--- src/rtl/ad7606_emu.sv ---
// Device-side model of the AD7606 parallel ADC: power-up, reset, CONVST/BUSY
// conversions and an eight-channel CS/RD read port with FRSTDATA.
module ad7606_emu #(
  parameter int POWERUP_TICKS   = 30,
  parameter int RESET_MIN_TICKS = 2,
  parameter int CONV_TICKS      = 120
) (
  input  logic        clk,
  input  logic        rst_n,
  input  logic        stby,
  input  logic        reset,
  input  logic        convst,
  input  logic        cs_n,
  input  logic        rd_n,
  output logic        busy,
  output logic        frstdata,
  output logic [15:0] db,
  output logic        db_oe
);

  localparam int PW = $clog2(POWERUP_TICKS) + 1;
  localparam int CW = $clog2(CONV_TICKS) + 1;
  localparam int RW = $clog2(RESET_MIN_TICKS) + 1;

  localparam logic [2:0] ST_OFF        = 3'd0;
  localparam logic [2:0] ST_POWERING   = 3'd1;
  localparam logic [2:0] ST_WAIT_RESET = 3'd2;
  localparam logic [2:0] ST_IDLE       = 3'd3;
  localparam logic [2:0] ST_CONVERTING = 3'd4;

  logic [2:0]    stby_sync_q, stby_sync_d;
  logic [2:0]    reset_sync_q, reset_sync_d;
  logic [2:0]    convst_sync_q, convst_sync_d;
  logic [2:0]    cs_sync_q, cs_sync_d;
  logic [2:0]    rd_sync_q, rd_sync_d;

  logic [2:0]    state_q, state_d;
  logic          busy_q, busy_d;
  logic          frstdata_q, frstdata_d;
  logic [15:0]   db_q, db_d;
  logic          db_oe_q, db_oe_d;
  logic [3:0]    ptr_q, ptr_d;
  logic [12:0]   conv_count_q, conv_count_d;
  logic [CW-1:0] conv_cnt_q, conv_cnt_d;
  logic [PW-1:0] power_cnt_q, power_cnt_d;
  logic [RW-1:0] reset_w_q, reset_w_d;
  logic [15:0]   ch_q [8];
  logic [15:0]   ch_d [8];

  logic stby_s, reset_s, reset_fall, reset_valid, convst_rise;
  logic cs_active, rd_fall, rd_rise, reset_in_service;

  // Power counts as good only once both late stages agree, so a drop acts on stage 1.
  assign stby_s      = stby_sync_q[1] & stby_sync_q[2];
  assign reset_s     = reset_sync_q[1];
  assign reset_fall  = reset_sync_q[2] & ~reset_sync_q[1];
  assign reset_valid = reset_fall && (reset_w_q >= RW'(RESET_MIN_TICKS));
  assign convst_rise = convst_sync_q[1] & ~convst_sync_q[2];
  // Chip select stays active through the cycle it is released so a coincident RD rise still counts.
  assign cs_active   = ~(cs_sync_q[1] & cs_sync_q[2]);
  assign rd_fall     = rd_sync_q[2] & ~rd_sync_q[1];
  assign rd_rise     = rd_sync_q[1] & ~rd_sync_q[2];
  assign reset_in_service = (state_q == ST_WAIT_RESET) || (state_q == ST_IDLE) ||
                            (state_q == ST_CONVERTING);

  always_comb begin
    stby_sync_d   = {stby_sync_q[1:0], stby};
    reset_sync_d  = {reset_sync_q[1:0], reset};
    convst_sync_d = {convst_sync_q[1:0], convst};
    cs_sync_d     = {cs_sync_q[1:0], cs_n};
    rd_sync_d     = {rd_sync_q[1:0], rd_n};

    state_d      = state_q;
    busy_d       = busy_q;
    frstdata_d   = frstdata_q;
    db_d         = db_q;
    ptr_d        = ptr_q;
    conv_count_d = conv_count_q;
    conv_cnt_d   = conv_cnt_q;
    power_cnt_d  = power_cnt_q;
    ch_d         = ch_q;

    db_oe_d = cs_active && !rd_sync_q[1];

    if (!reset_s)
      reset_w_d = '0;
    else if (reset_w_q != RW'(RESET_MIN_TICKS))
      reset_w_d = reset_w_q + 1'b1;
    else
      reset_w_d = reset_w_q;

    if (cs_active && rd_fall) begin
      db_d       = ptr_q[3] ? 16'h0000 : ch_q[ptr_q[2:0]];
      frstdata_d = (ptr_q == 4'd0);
    end
    if (rd_rise)
      frstdata_d = 1'b0;
    if (cs_active && rd_rise && !ptr_q[3])
      ptr_d = ptr_q + 4'd1;

    // Power loss outranks reset, which outranks conversion completion.
    if (!stby_s) begin
      state_d     = ST_OFF;
      busy_d      = 1'b0;
      ptr_d       = 4'd0;
      power_cnt_d = '0;
      conv_cnt_d  = '0;
    end else if (reset_valid && reset_in_service) begin
      state_d      = ST_IDLE;
      busy_d       = 1'b0;
      ptr_d        = 4'd0;
      conv_count_d = 13'd0;
      conv_cnt_d   = '0;
      for (int i = 0; i < 8; i++) ch_d[i] = 16'h0000;
    end else begin
      case (state_q)
        ST_OFF: begin
          state_d     = ST_POWERING;
          power_cnt_d = '0;
        end
        ST_POWERING: begin
          if (power_cnt_q == PW'(POWERUP_TICKS - 1))
            state_d = ST_WAIT_RESET;
          else
            power_cnt_d = power_cnt_q + 1'b1;
        end
        ST_WAIT_RESET: state_d = ST_WAIT_RESET;
        ST_IDLE: begin
          if (convst_rise) begin
            state_d    = ST_CONVERTING;
            busy_d     = 1'b1;
            conv_cnt_d = '0;
          end
        end
        ST_CONVERTING: begin
          if (conv_cnt_q == CW'(CONV_TICKS - 1)) begin
            state_d      = ST_IDLE;
            busy_d       = 1'b0;
            ptr_d        = 4'd0;
            conv_count_d = conv_count_q + 13'd1;
            for (int i = 0; i < 8; i++) ch_d[i] = {3'(i), conv_count_q};
          end else begin
            conv_cnt_d = conv_cnt_q + 1'b1;
          end
        end
        default: state_d = ST_OFF;
      endcase
    end
  end

  always_ff @(posedge clk or negedge rst_n) begin
    if (!rst_n) begin
      stby_sync_q   <= 3'b000;
      reset_sync_q  <= 3'b000;
      convst_sync_q <= 3'b000;
      cs_sync_q     <= 3'b111;
      rd_sync_q     <= 3'b111;
      state_q       <= ST_OFF;
      busy_q        <= 1'b0;
      frstdata_q    <= 1'b0;
      db_q          <= 16'h0000;
      db_oe_q       <= 1'b0;
      ptr_q         <= 4'd0;
      conv_count_q  <= 13'd0;
      conv_cnt_q    <= '0;
      power_cnt_q   <= '0;
      reset_w_q     <= '0;
      for (int i = 0; i < 8; i++) ch_q[i] <= 16'h0000;
    end else begin
      stby_sync_q   <= stby_sync_d;
      reset_sync_q  <= reset_sync_d;
      convst_sync_q <= convst_sync_d;
      cs_sync_q     <= cs_sync_d;
      rd_sync_q     <= rd_sync_d;
      state_q       <= state_d;
      busy_q        <= busy_d;
      frstdata_q    <= frstdata_d;
      db_q          <= db_d;
      db_oe_q       <= db_oe_d;
      ptr_q         <= ptr_d;
      conv_count_q  <= conv_count_d;
      conv_cnt_q    <= conv_cnt_d;
      power_cnt_q   <= power_cnt_d;
      reset_w_q     <= reset_w_d;
      for (int i = 0; i < 8; i++) ch_q[i] <= ch_d[i];
    end
  end

  assign busy     = busy_q;
  assign frstdata = frstdata_q;
  assign db       = db_q;
  assign db_oe    = db_oe_q;

endmodule

--- config.mk ---
export PLATFORM = sky130hd
export DESIGN_NAME = ad7606_emu
export DESIGN_NICKNAME = d
export VERILOG_FILES = /design/src/rtl/ad7606_emu.sv
export SDC_FILE = /design/constraint.sdc
export NUM_CORES = 1
export LEC_CHECK = 0
export ABC_AREA = 1
export CAP_MARGIN = 20
export CORE_ASPECT_RATIO = 0.7
export CORE_UTILIZATION = 45
export DETAILED_ROUTE_END_ITERATION = 12
export GPL_TIMING_DRIVEN = 0
export PLACE_DENSITY = 0.74
export REMOVE_ABC_BUFFERS = 1
export SLEW_MARGIN = 10
export SYNTH_ARGS = -nofsm -noshare
export SYNTH_HDL_FRONTEND = slang
export SYNTH_SLANG_ARGS = --single-unit
--- constraint.sdc ---
create_clock -name clk -period 1.9 [get_ports clk]
set_input_delay 0.285 -clock clk [delete_from_list [all_inputs] [get_ports clk]]
set_output_delay 0.285 -clock clk [all_outputs]
set_load 0.02 [all_outputs]
; After elaboration in Yosys (flattened, before gate mapping)
; Index checks and enable logic that the tools add are counted.
[classes]
n_lt_le_gt_ge = 2
bitwise_logic = 12
n_eq_ne = 16
muxes = 39
n_reduce_logical = 20
add_sub_neg = 5
[op_table]
columns = operator, count
row1 = 128-bit two-way mux, 3
row2 = 16-bit binary-select mux with 3-bit select, 1
row3 = 16-bit two-way mux, 3
row4 = 13-bit two-way mux, 3
row5 = 8-bit two-way mux, 4
row6 = 4-bit two-way mux, 5
row7 = 6-bit two-way mux, 3
row8 = 8-bit one-hot mux with 2 select lines, 1
row9 = 3-bit two-way mux, 5
row10 = 3-bit one-hot mux with 5 select lines, 1
row11 = 3-bit AND reduction, 5
row12 = 13-bit by 1-bit adder with 13-bit output (second input constant), 1
row13 = 6-bit one-hot mux with 2 select lines, 1
row14 = 8-bit by 1-bit adder with 8-bit output (second input constant), 1
row15 = 8-bit by 7-bit == test with 1-bit output (second input constant), 1
row16 = 4-bit != test (second input constant), 2
row17 = 6-bit by 1-bit adder with 6-bit output (second input constant), 1
row18 = 1-bit bitwise AND, 6
row19 = 3-bit by 2-bit == test with 1-bit output (second input constant), 2
row20 = 6-bit by 5-bit == test with 1-bit output (second input constant), 1
row21 = 1-bit logical AND, 6
row22 = 1-bit two-way mux, 6
row23 = 2-bit nonzero test, 3
row24 = 1-bit NOT, 5
row25 = 20 further kinds, 24
[totals]
word_cells = 117
output_inout_bits = 19
ff_bits = 198

; Longest topological paths before layout
; Gate-level depths: netlist of the first run.
[depth]
ltp_word = 9
mapped_depth = 11
mapped_depth_nobuf = 11

; Worst setup path after synthesis of the first run
; No wires, ideal clock.
[synth_timing]
path_type = flip-flop to flip-flop
from = register reset_w_q[0]
to = register conv_cnt_q[3]
n_path_buf = 0
t_arrival_ps = 1359
required_time_ps = 1782
setup_slack_ps = 423
setup_ps = 118
path_stages_with_launch = 10
cell_sequence = dfrtp_1 -> inv_1 -> ha_1 -> nor2_1 -> nor2_1 -> nand2_4 -> nand3_2 -> nand3_2 -> nand2_1 -> nand2_1
[synth_via]
elab_chain_len = 5
word_cells_on_any_way = 9
classes_between = order compare: 1 / eq/ne: 3 / mux: 2 / reduce/logical: 3
[synth_rtl]
columns = item, line_no
row1 = "start, declared", 46  ; logic [RW-1:0] reset_w_q, reset_w_d;
row2 = "start signal, assigned", 184  ; reset_w_q <= reset_w_d;
row3 = 2-bit >= comparator (*), 57  ; assign reset_valid = reset_fall && (reset_w_q >= RW'(RESET_MIN_TICKS));
row4 = 1-bit logical AND (*), 57
row5 = 1-bit logical AND (*), 108  ; end else if (reset_valid && reset_in_service) begin
row6 = 4-bit != test (no source line) (tied with other cells), n/a
row7 = 3-bit AND reduction (no source line) / 8-bit two-way mux (equally long branches), n/a
row8 = "end signal, assigned", 182  ; conv_cnt_q <= conv_cnt_d;
row9 = "end, declared", 44  ; logic [CW-1:0] conv_cnt_q, conv_cnt_d;
; Mark *: on every way between the ends. The rest lies on a longest branch, timed or not.
; A chain may end at the register's enable or synchronous reset.

; Worst setup path in the final report of the first run
[layout_timing]
from = register conv_cnt_q[0]
to = register conv_count_q[0]
[layout_via]
elab_chain_len = 3
[layout_rtl]
columns = item, line_no
row1 = 8-bit by 7-bit == test with 1-bit output, 136  ; if (conv_cnt_q == CW'(CONV_TICKS - 1)) begin
row2 = 2-bit nonzero test (no source line), n/a
row3 = 3-bit AND reduction (no source line), n/a
row4 = "end signal, assigned", 181  ; conv_count_q <= conv_count_d;
row5 = "end, declared", 43  ; logic [12:0] conv_count_q, conv_count_d;
; Every way passes these cells.

==> PnR_summary.wiki, run 1 <==
{| class="wikitable"
! Metric !! Value
|-
| Ratio of total power to cell area || 811 nW/um2
|-
| Maximum clock frequency || 571 MHz
|-
| Number of distinct library cell variants in the gate-level netlist after synthesis || 33
|-
| CTS buffer count || 9
|-
| Maximum single-stage delay on the critical path || 0.43 ns
|-
| Maximum number of pins on one net before global-route repair || 48
|-
| Critical path required time || 2.12 ns
|-
| Post-Synthesis Mean Instance Area || around 8.5 um2
|-
| Height of the die || 81.5 um
|-
| Clock tree from TritonCTS || done
|-
| Clock-pin transition on the worst setup and hold timing paths || ~0.060 ns
|-
| CORE AREA || 8620 um2
|-
| Hold Path Stages || 1
|-
| Post-synth top flop || dfrtp_1
|-
| Class of the tightest hold or removal check || input port to flip-flop
|-
| Grt ovf || 0
|-
| DRC violations left || 0
|-
| Maximum fanout encountered on the critical timing path || 27
|-
| Run status || complete, no violations
|-
| Nets || 519
|-
| Remaining number of nets flagged by the antenna check after routing || 0
|-
| Worst-path cell chain || ha_2 -> nand4_1 -> nor3_4 -> nand2_8 -> nand3_1 -> o21ai_0
|-
| Overall die width || 116 um
|-
| Worst Setup Path Type || flip-flop to flip-flop
|-
| Cell row count || 28
|-
| Number of buffers on the longest clock path || 2
|-
| Final critical-path required period || ~1.8 ns
|-
| Pin slew with the least headroom to its limit || approximately 0.59 ns
|-
| Count of buffers inserted at the top-level ports || 25
|-
| Commonest non-fill, non-tap cells in the layout || nand2_1, dfrtp_1, nand3_1
|-
| Layout cells sized above 1 || 12.7%
|-
| Final hold viol count || 0
|-
| Vias/cell || 4.99
|-
| Source of the worst register-to-register timing path || conv_cnt_q[0]
|-
| First-pass iteration count of the detailed router || 5
|-
| Worst Hold Margin || 0.346 ns
|-
| Number of synthesized register bits || 84
|-
| Setup-failing EPs final || 0
|-
| CTS Root Buffer Type || clkbuf_16
|-
| Global-route wire length before repair || approximately 13 mm
|-
| Worst clock skew on the final layout || 0.00671 ns
|-
| Initial antenna violation count || 0
|-
| Number of enable flip-flop cells after synthesis || 0
|-
| Commonest non-fill, non-tap cell in the layout || nand2_1
|-
| Hold wc startpoint || cs_n
|-
| Clock H-tree levels || 3
|-
| Post-route fraction of the period consumed by the critical path || between 90 and 100%
|-
| Max-cap check violation count || 0
|-
| Capturing point of the worst reg2reg path || conv_count_q[0]
|-
| Worst-case register-to-register setup slack || 0.15 ns
|-
| Post-layout instance area || roughly 4800 um2
|-
| Area added between synthesis and finish || 17.2%
|-
| Total via count in the routed design || 3142
|-
| Endpoint class of the critical path || flip-flop
|-
| Routed length per placed instance || around 12 um
|-
| Post-synthesis sequential area ratio || 51.9%
|-
| Post-Syn Area || ~4100 um2
|-
| Area of the die || 9420 um2
|-
| Skew-Pair Late Insertion Delay || between 0.3 and 0.4 ns
|-
| Depth of the worst register-to-register path || 6
|-
| Total GRT Usage || 18.5%
|-
| Buffers & Inverters on Critical Path || 0
|-
| CP top delay family || simple AND/OR/NAND/NOR gates
|-
| Routed wire length || roughly 7.6 mm
|-
| CP startpoint kind || flip-flop
|-
| Proportion of register bits with asynchronous set or reset after synthesis || 100%
|-
| Antenna diode count || 0
|-
| Vias in the first global route || 2946
|-
| Unrepaired setup endpoints after global routing || no
|-
| Num Clock Sinks || 84
|-
| Starting density of the core || 47.2%
|-
| Final GP Congestion || 0.835
|-
| Half-perimeter wire length after placement || 5.19 mm
|-
| Highest-delay cell along the critical path || dfrtp_1
|-
| Count of mapped cells out of synthesis || 477
|-
| Hold path endpoint || cs_sync_q[0]
|-
| CP Data Arrival Time || 1.97 ns
|-
| Pins Over Slew Limit || 0
|-
| Final total power || 3.87 mW
|-
| Top Ports || 26
|-
| Number of DRC markers in iteration 0 || 198
|-
| IR drop worst, VDD || 434 uV
|-
| Final core occ || 55.3%
|-
| Yosys warning total || 0
|-
| Instance area at placement || 4410 um2
|-
| Leakage || 2.27 nW
|-
| Worst rel slew slack || 60.9%
|}
-- worst register-to-register path, stage by stage (launching register included) --
cell	delay, ns
dfrtp_1	0.43
ha_2	0.26
nand4_1	0.17
nor3_4	0.36
nand2_8	0.20
nand3_1	0.12
o21ai_0	0.09
-- report_power, final --
| group | switching [mW] | internal (mW) | total (mW) |
|---|---|---|---|
| sequential | 0.0344 | 1.84 | 1.87 |
| combinational | 0.165 | 0.0823 | 0.248 |
| clock | 0.720 | 1.03 | 1.75 |
| total | 0.920 | 2.95 | 3.87 |
-- flip-flops by register name (all words and copies together) (netlist names) --
name / cells
db: 16
ch_q: 14
conv_count_q: 13
conv_cnt_q: 8
power_cnt_q: 6
ptr_q: 4
convst_sync_q: 3
cs_sync_q: 3
rd_sync_q: 3
reset_sync_q: 3
state_q: 3
stby_sync_q: 3
reset_w_q: 2
busy: 1
db_oe: 1
frstdata: 1
-- worst max-delay path by stage --
stage,from,end,slack [ns],depth (start not counted)
floorplan,reset_w_q[0],conv_count_q[0],0.20,7
global placement,rst_n,power_cnt_q[0],-2.33,1
detailed placement,reset_w_q[0],ch_q[1],-0.11,7
CTS,reset_w_q[0],conv_cnt_q[4],0.12,9
global route,conv_cnt_q[0],conv_count_q[0],0.01,6
finish,conv_cnt_q[0],conv_count_q[0],0.15,6
-- logic make-up after synthesis --
group	Yosys count	synth area share, %
xor gates and xnor gates	7	1.51
DFF	84	51.9
adders and majority gates	7	2.16
buffers and inverters	56	5.91
and+or+nand+nor	282	33.0
AOI/OAI and AO/OA	41	5.48
-- synth_stat cells, types with 2 or more instances --
cell / n / area share [%]
ha_1: 7 / 2.2
nand3_1: 50 / 6.2
dfstp_2: 6 / 3.9
nand4_1: 13 / 2.0
nand3_2: 15 / 3.7
nand2_4: 3 / 0.83
nand2_2: 5 / 0.77
or2_2: 4 / 0.62
inv_1: 39 / 3.6
o21bai_1: 2 / 0.37
dfrtp_1: 78 / 48
o21ai_0: 30 / 3.7
xor2_1: 6 / 1.3
buf_6: 3 / 0.83
nor3_1: 2 / 0.25
clkbuf_1: 4 / 0.37
buf_2: 3 / 0.37
inv_2: 5 / 0.46
nand2_1: 150 / 14
o22ai_1: 2 / 0.31
a21oi_1: 2 / 0.25
nor2_1: 35 / 3.2
a22oi_1: 2 / 0.37
nor2_4: 2 / 0.55
-- layer usage --
metal	global-route usage (%)	routed length [um]
met4	6.23	97
met1	23.3	3640
met2	30.2	3420
met5	0	0
met3	6.20	413
-- what timing repair did --
| item | 4_1_cts | 5_1_grt |
|---|---|---|
| setup buffers | 0 | 1 |
| endpoints found under the setup margin | 28 | 32 |
| pin swaps | 0 | 3 |
| gates resized for setup | 1 | 4 |
| hold endpoints to repair | 40 | 0 |
| hold buffers | 1 | 0 |
-- metrics by stage --
| stage | cells | setup TNS [ns] | setup WS, ns |
|---|---|---|---|
| 6_report | 630 | 0 | 0.149 |
| 5_1_grt | 630 | 0 | 0.0113 |
| 4_1_cts | 629 | 0 | 0.121 |
| 3_5_place_dp | 612 | -1.60 | -0.106 |
| 3_3_place_gp | 611 | -190.21 | -2.33 |
| 2_1_floorplan | 466 | 0 | 0.201 |
-- area by class of cell --
class | count | area, um2
clock inverter | 7 | 75.1
sequential | 84 | 2110
multi-input combinational | 337 | 1740
timing repair buffer | 28 | 298
fill | 813 | 3850
clock buffer | 9 | 225
inverter | 45 | 169
tap | 120 | 150
No activity file was read; power rests on OpenSTA's default activity.
==> run 2: changes to the inputs <==
--- a/config.mk
+++ b/config.mk
@@ -9,6 +9,7 @@
 export CAP_MARGIN = 20
 export CORE_ASPECT_RATIO = 0.7
 export CORE_UTILIZATION = 45
+export CTS_CLUSTER_DIAMETER = 150
 export DETAILED_ROUTE_END_ITERATION = 12
 export GPL_TIMING_DRIVEN = 0
 export PLACE_DENSITY = 0.74
==> results of run 2 <==
No change in the layout: final DEF, timing and power equal those of run 1.
==> run 3: changes to the inputs <==
--- a/config.mk
+++ b/config.mk
@@ -13,6 +13,7 @@
 export DETAILED_ROUTE_END_ITERATION = 12
 export GPL_TIMING_DRIVEN = 0
 export PLACE_DENSITY = 0.74
+export RECOVER_POWER = 50
 export REMOVE_ABC_BUFFERS = 1
 export SLEW_MARGIN = 10
 export SYNTH_ARGS = -nofsm -noshare
==> run 3 against run 2 <==
Effect of this change:
- die area unchanged
- combinational power decreased by 2%
- power decreased by 0.11%
- sequential share of layout area increased by 0.10 points
- critical path depth unchanged
- critical path type unchanged
==> PnR_summary.wiki, run 3 (synthesis results as in run 1) <==
{| class="wikitable"
! Metric !! Value
|-
| Run status || complete, no violations
|-
| CTS Root Buffer Type || clkbuf_16
|-
| First-pass iteration count of the detailed router || 5
|-
| Clock H-tree levels || 3
|-
| IR drop worst, VDD || 434 uV
|-
| Worst clock skew on the final layout || 0.00660 ns
|-
| Worst Setup Slack post-DPL || -0.106 ns
|-
| Max-cap check violation count || 0
|-
| Vias/cell || 5.00
|-
| Commonest non-fill, non-tap cells in the layout || nand2_1, dfrtp_1, nand3_1
|-
| Layout cells sized above 1 || 12.5%
|-
| Starting density of the core || between 40% and 50%
|-
| Maximum single-stage delay on the critical path || 0.43 ns
|-
| Number of DRC markers in iteration 0 || 197
|-
| Area of the die || 9420 um2
|-
| Highest-delay cell along the critical path || dfrtp_1
|-
| Routed length per placed instance || 12.0 um
|-
| Worst Setup Path Type || flip-flop to flip-flop
|-
| Total GRT Usage || a little under a fifth
|-
| Leakage || 2.26 nW
|-
| Top metal layer carrying routed signals || met4
|-
| DRC violations left || 0
|-
| Worst-path cell chain || ha_2 -> nand4_1 -> nor3_4 -> nand2_8 -> nand3_1 -> o21ai_0
|-
| Vias in the first global route || 2946
|-
| Area added between synthesis and finish || 17.0%
|-
| Overall die width || 116 um
|-
| Endpoint class of the critical path || flip-flop
|-
| Antenna diode count || 0
|-
| Total via count in the routed design || 3147
|-
| Top Ports || 26
|-
| Routed wire length || around 7.6 mm
|-
| Number of buffers on the longest clock path || 2
|-
| Depth of the worst register-to-register path || 6
|-
| Half-perimeter wire length after placement || about 5.2 mm
|-
| Final core occ || 55.2%
|-
| Maximum fanout encountered on the critical timing path || 27
|-
| Worst rel slew slack || 25.8%
|-
| Skew-Pair Late Insertion Delay || ~0.34 ns
|-
| Final total power || 3.86 mW
|-
| CORE AREA || 8620 um2
|-
| Worst Hold Margin || roughly 0.35 ns
|-
| Combined flip-flop and latch cell area || ~2100 um2
|-
| Count of filler cells inserted in the layout || around 820
|-
| CTS buffer count || 9
|-
| Nets || 519
|-
| Final WS setup || 0.152 ns
|-
| Met2 Wirelength || between 3 and 4 mm
|-
| Hold Path Stages || 0
|-
| Pin slew with the least headroom to its limit || 1.11 ns
|-
| Largest register FFs || 16
|-
| Pins Over Slew Limit || 0
|-
| Final critical-path required period || around 1.7 ns
|-
| Unrepaired setup endpoints after global routing || no
|-
| Grt ovf || 0
|-
| Setup-failing EPs final || 0
|-
| Global-route wire length before repair || 13.4 mm
|-
| Maximum clock frequency || 572 MHz
|-
| Final hold viol count || 0
|-
| Clock tree from TritonCTS || done
|-
| Num Clock Sinks || 84
|-
| WL met3 || 462 um
|-
| Class of the tightest hold or removal check || flip-flop to flip-flop
|-
| Ratio of total power to cell area || a little over 800 nW/um2
|-
| Wire length on met1 || 3.61 mm
|-
| Height of the die || about 80 um
|-
| Clock-pin transition on the worst setup and hold timing paths || 0.06 ns
|-
| Commonest non-fill, non-tap cell in the layout || nand2_1
|-
| CP startpoint kind || flip-flop
|-
| Critical path required time || 2.12 ns
|-
| Initial antenna violation count || 0
|-
| Final GP Congestion || ~0.83
|-
| Cell row count || 28
|-
| CP Data Arrival Time || 1.97 ns
|-
| Remaining number of nets flagged by the antenna check after routing || 0
|-
| Combined area of the multi-input logic cells || roughly 1700 um2
|-
| Count of buffers inserted at the top-level ports || 25
|-
| Post-route fraction of the period consumed by the critical path || 92.0%
|-
| Maximum number of pins on one net before global-route repair || 48
|}
run 3: what timing repair did:
action | in CTS | in global routing
buffers inserted | 0 | 1
hold endpoints to repair | 40 | 0
resized for setup | 1 | 4
hold buffers | 1 | 0
pin swaps | 0 | 3
endpoints found under the setup margin | 28 | 32
run 3: worst max-delay path, delay by kind of cell (launching register included):
kind	cells	cell delay, ns
flops	1	0.43
simple gates	4	0.84
fa+ha+maj	1	0.26
compound gates	1	0.10
run 3: layer usage:
metal | up-vias | track usage (%)
met1 | 1441 | 23.3
met4 | 0 | 6.23
met5 | - | 0
met3 | 15 | 6.20
li1 | 1613 | -
met2 | 78 | 30.2
run 3: cell type report:
type	instances	share of cell area, %
Clock inverter	7	1.58
Timing Repair Buffer	28	6.03
Inverter	45	3.55
Clock buffer	9	4.74
Sequential cell	84	44.4
Tap cell	120	3.16
Multi-Input combinational cell	337	36.6
run 3: stage by stage:
stage               std cells  setup TNS, ns  instance area [um2]
floorplan                 466              0                 3990
global placement          611        -190.21                 4390
detailed placement        612          -1.60                 4410
CTS                       629              0                 4730
global route              630              0                 4750
finish                    630              0                 4750
run 3: power by group:
part	switching, mW	internal (mW)	leakage (nW)	total, mW
logic	0.165	0.0773	0.990	0.242
registers	0.0344	1.84	1.12	1.87
clock network	0.722	1.03	0.150	1.75
run 3: path summary, 6_finish.rpt:
kind	start	endpoint	slack, ns
setup / recovery	conv_cnt_q[0]	conv_count_q[0]	0.15
hold / removal	convst_sync_q[0]	convst_sync_q[1]	0.35
setup reg to reg	conv_cnt_q[0]	conv_count_q[0]	0.15
hold reg to reg	convst_sync_q[0]	convst_sync_q[1]	0.35
max in group asynchronous	rst_n	stby_sync_q[1]	0.31
min in group asynchronous	rst_n	db[11]	0.68
==> RTL edit: new RTL, config.mk and constraints of run 3 <==
`RESET_MIN_TICKS`: 2 -> 4.
--- a/src/rtl/ad7606_emu.sv
+++ b/src/rtl/ad7606_emu.sv
@@ -4,3 +4,3 @@
   parameter int POWERUP_TICKS   = 30,
-  parameter int RESET_MIN_TICKS = 2,
+  parameter int RESET_MIN_TICKS = 4,
   parameter int CONV_TICKS      = 120
Formal check against the unedited RTL: same outputs for any inputs over 10 cycles, from zero or initial values and one cycle with rst_n low; that may be too few to reach the edited logic, so the function may still have changed.
==> RTL edit against run 3 <==
- power shrank 0.23%
- via count shrank 2.1%
- wire length grew 2.0%
- largest power group unchanged
- worst setup slack lost 22 ps
- sequential cell count grew 1
- cell area shrank 0.55%
- clock skew grew 1.9 ps
- synthesized area shrank 1.8%
==> RTL edit: results (changes against run 3) <==
Outcome
  • Run status: finished, final reports clean

Final layout
  • Total of clock buffers placed in the layout: 10 (+1)
  • Layout inverter count without the clock tree: 56 (+24%)
  • Number of multi-input combinational cells: 314 (-6.8%)
  • Fraction of area in clock buffers and inverters: 6.51% (+0.19 points)
  • Final standard cell count with taps included and fillers excluded: 622 (-1.3%)
  • Seq/total area: 45.2% (+0.78 points)
  • Utilization after layout: 55.5% (+0.37 points)
  • Non-clock buffer instance count of the final layout: 31 (+11%)
  • Relative area of non-clock buffer cells in the final design: 6.67% (+0.64 points)
  • Multi-input gate area in the final layout: 1610 µm² (-7.4%)
  • Post-layout net count: 512 (-1.3%)
  • # fillers: 789 (-3.4%)
  • Share of final-layout standard cells stronger than drive strength 1: 10.2% (-2.4 points)

Synth
  • Register area share after synthesis: 53.5% (+1.6 points)
  • Unique cell type count in the Yosys netlist: 30 (-9.1%)
  • Commonest cells in the synthesized netlist: 135 x sky130_fd_sc_hd__nand2_1, 79 x sky130_fd_sc_hd__dfrtp_1, 54 x sky130_fd_sc_hd__inv_1
  • Synthesis-stage register bit count: 85 (+1.2%)
  • Leading cell types by total area after synthesis: sky130_fd_sc_hd__dfrtp_1 50%, sky130_fd_sc_hd__nand2_1 13%, sky130_fd_sc_hd__inv_1 5.1%
  • Count of synthesis-stage warnings from yosys: 0 (unchanged)
  • Synth Instances: 463 (-2.9%)

Setup path
  • Slack of the worst reg-to-reg path: 130 ps (-20 ps)
  • Worst-path maximum fanout: 13 (-52%)
  • Arrival time of the worst setup path: 2000 ps (+30 ps)
  • Crit path max-delay cell type: sky130_fd_sc_hd__dfrtp_1

Power
  • Peak supply drop: 0.481 mV (+11%)
  • Static leakage power: 2.23 nW (-1.6%)

STA
  • Worst clock skew on the final layout: 8.50 ps (+1.90 ps)
  • Worst Hold Slack: 347 ps (-3.33 ps)
  • Slew margin rel.: 41.9% (+16 points)

Place
  • Placer's final routability congestion estimate: 0.881 (+5.6%)
  • Placed standard-cell area: 4350 µm² (-1.3%)
  • # placed instances: 600 (-2.0%)
  • HPWL after DPL: 5020 µm (-3.3%)
  • Worst slack, placed: -29.8 ps (+76.2 ps)

Route
  • 1st-pass router iterations: 4 (-1)
  • Routed via count: 3,081 (-2.1%)
  • Drt total wl: 7730 µm (+2.0%)
  • Initial drt markers: 191 (-3.0%)

Clock tree
  • Cts bufs inserted: 9 (unchanged)
  • Clock root buffer master: sky130_fd_sc_hd__clkbuf_16
  • Skew-Pair Late Insertion Delay: 340 ps (about the same)

Floorplanning
  • Die boundary width: 115 µm (-0.88%)

Global route
  • First-pass GRT wire length: 13,100 µm (-1.6%)
  • All-layer global routing usage: 18.5% (-0.025 points)
  • Largest net degree at the start of global routing: 65 (+35%)
  • Vias in the first global route: 2,907 (-1.3%)
[RTL edit: cell types whose count changed in the layout (fill, tap and decap cells not counted), moves of 9 or more]
cell,before,now
sky130_fd_sc_hd__nand3_1,50,31
sky130_fd_sc_hd__nor2_1,34,43
sky130_fd_sc_hd__o21ai_2,0,9
sky130_fd_sc_hd__nand3_2,14,4
sky130_fd_sc_hd__inv_1,39,54
sky130_fd_sc_hd__o31ai_1,0,13
sky130_fd_sc_hd__nand2_1,149,134
[RTL edit: power breakdown]
part	switching (mW)	leakage, nW	internal [mW]	total [mW]
registers	0.0347	1.14	1.86	1.89
clock network	0.719	0.149	1.06	1.78
logic	0.121	0.941	0.0621	0.183
[RTL edit: final timing paths]
check	start	endpoint	depth (start not counted)
max	conv_cnt_q[0]	conv_count_q[4]	10
min	convst_sync_q[0]	convst_sync_q[1]	0
max reg2reg	conv_cnt_q[0]	conv_count_q[4]	10
min reg2reg	convst_sync_q[0]	convst_sync_q[1]	0
max in group asynchronous	rst_n	convst_sync_q[2]	3
min in group asynchronous	rst_n	db_oe	2
[RTL edit: what timing repair did]
item                                    4_1_cts  5_1_grt
hold buffers                                  1        0
setup buffers                                 0        3
gates resized for setup                       1        2
endpoints found under the setup margin        9       24
pin swaps                                     0        3
endpoints found under the hold margin        15        0
gates cloned                                  0        1
[RTL edit: metal layers]
metal / wire [µm] / up-vias / GRT usage [%]
li1: - / 1555 / -
met5: 0 / - / 0
met2: 3520 / 53 / 29.4
met1: 3770 / 1464 / 24.4
met3: 338 / 9 / 5.37
met4: 96 / 0 / 6.62
[RTL edit: cell families after synthesis]
family	count (synthesis)	share of synthesized area, %
and+or+nand+nor	236	25.2
AOI/OAI and AO/OA	57	9.31
buffers and inverters	65	6.90
adders and majority gates	8	2.51
xor gates and xnor gates	12	2.63
DFF	85	53.5
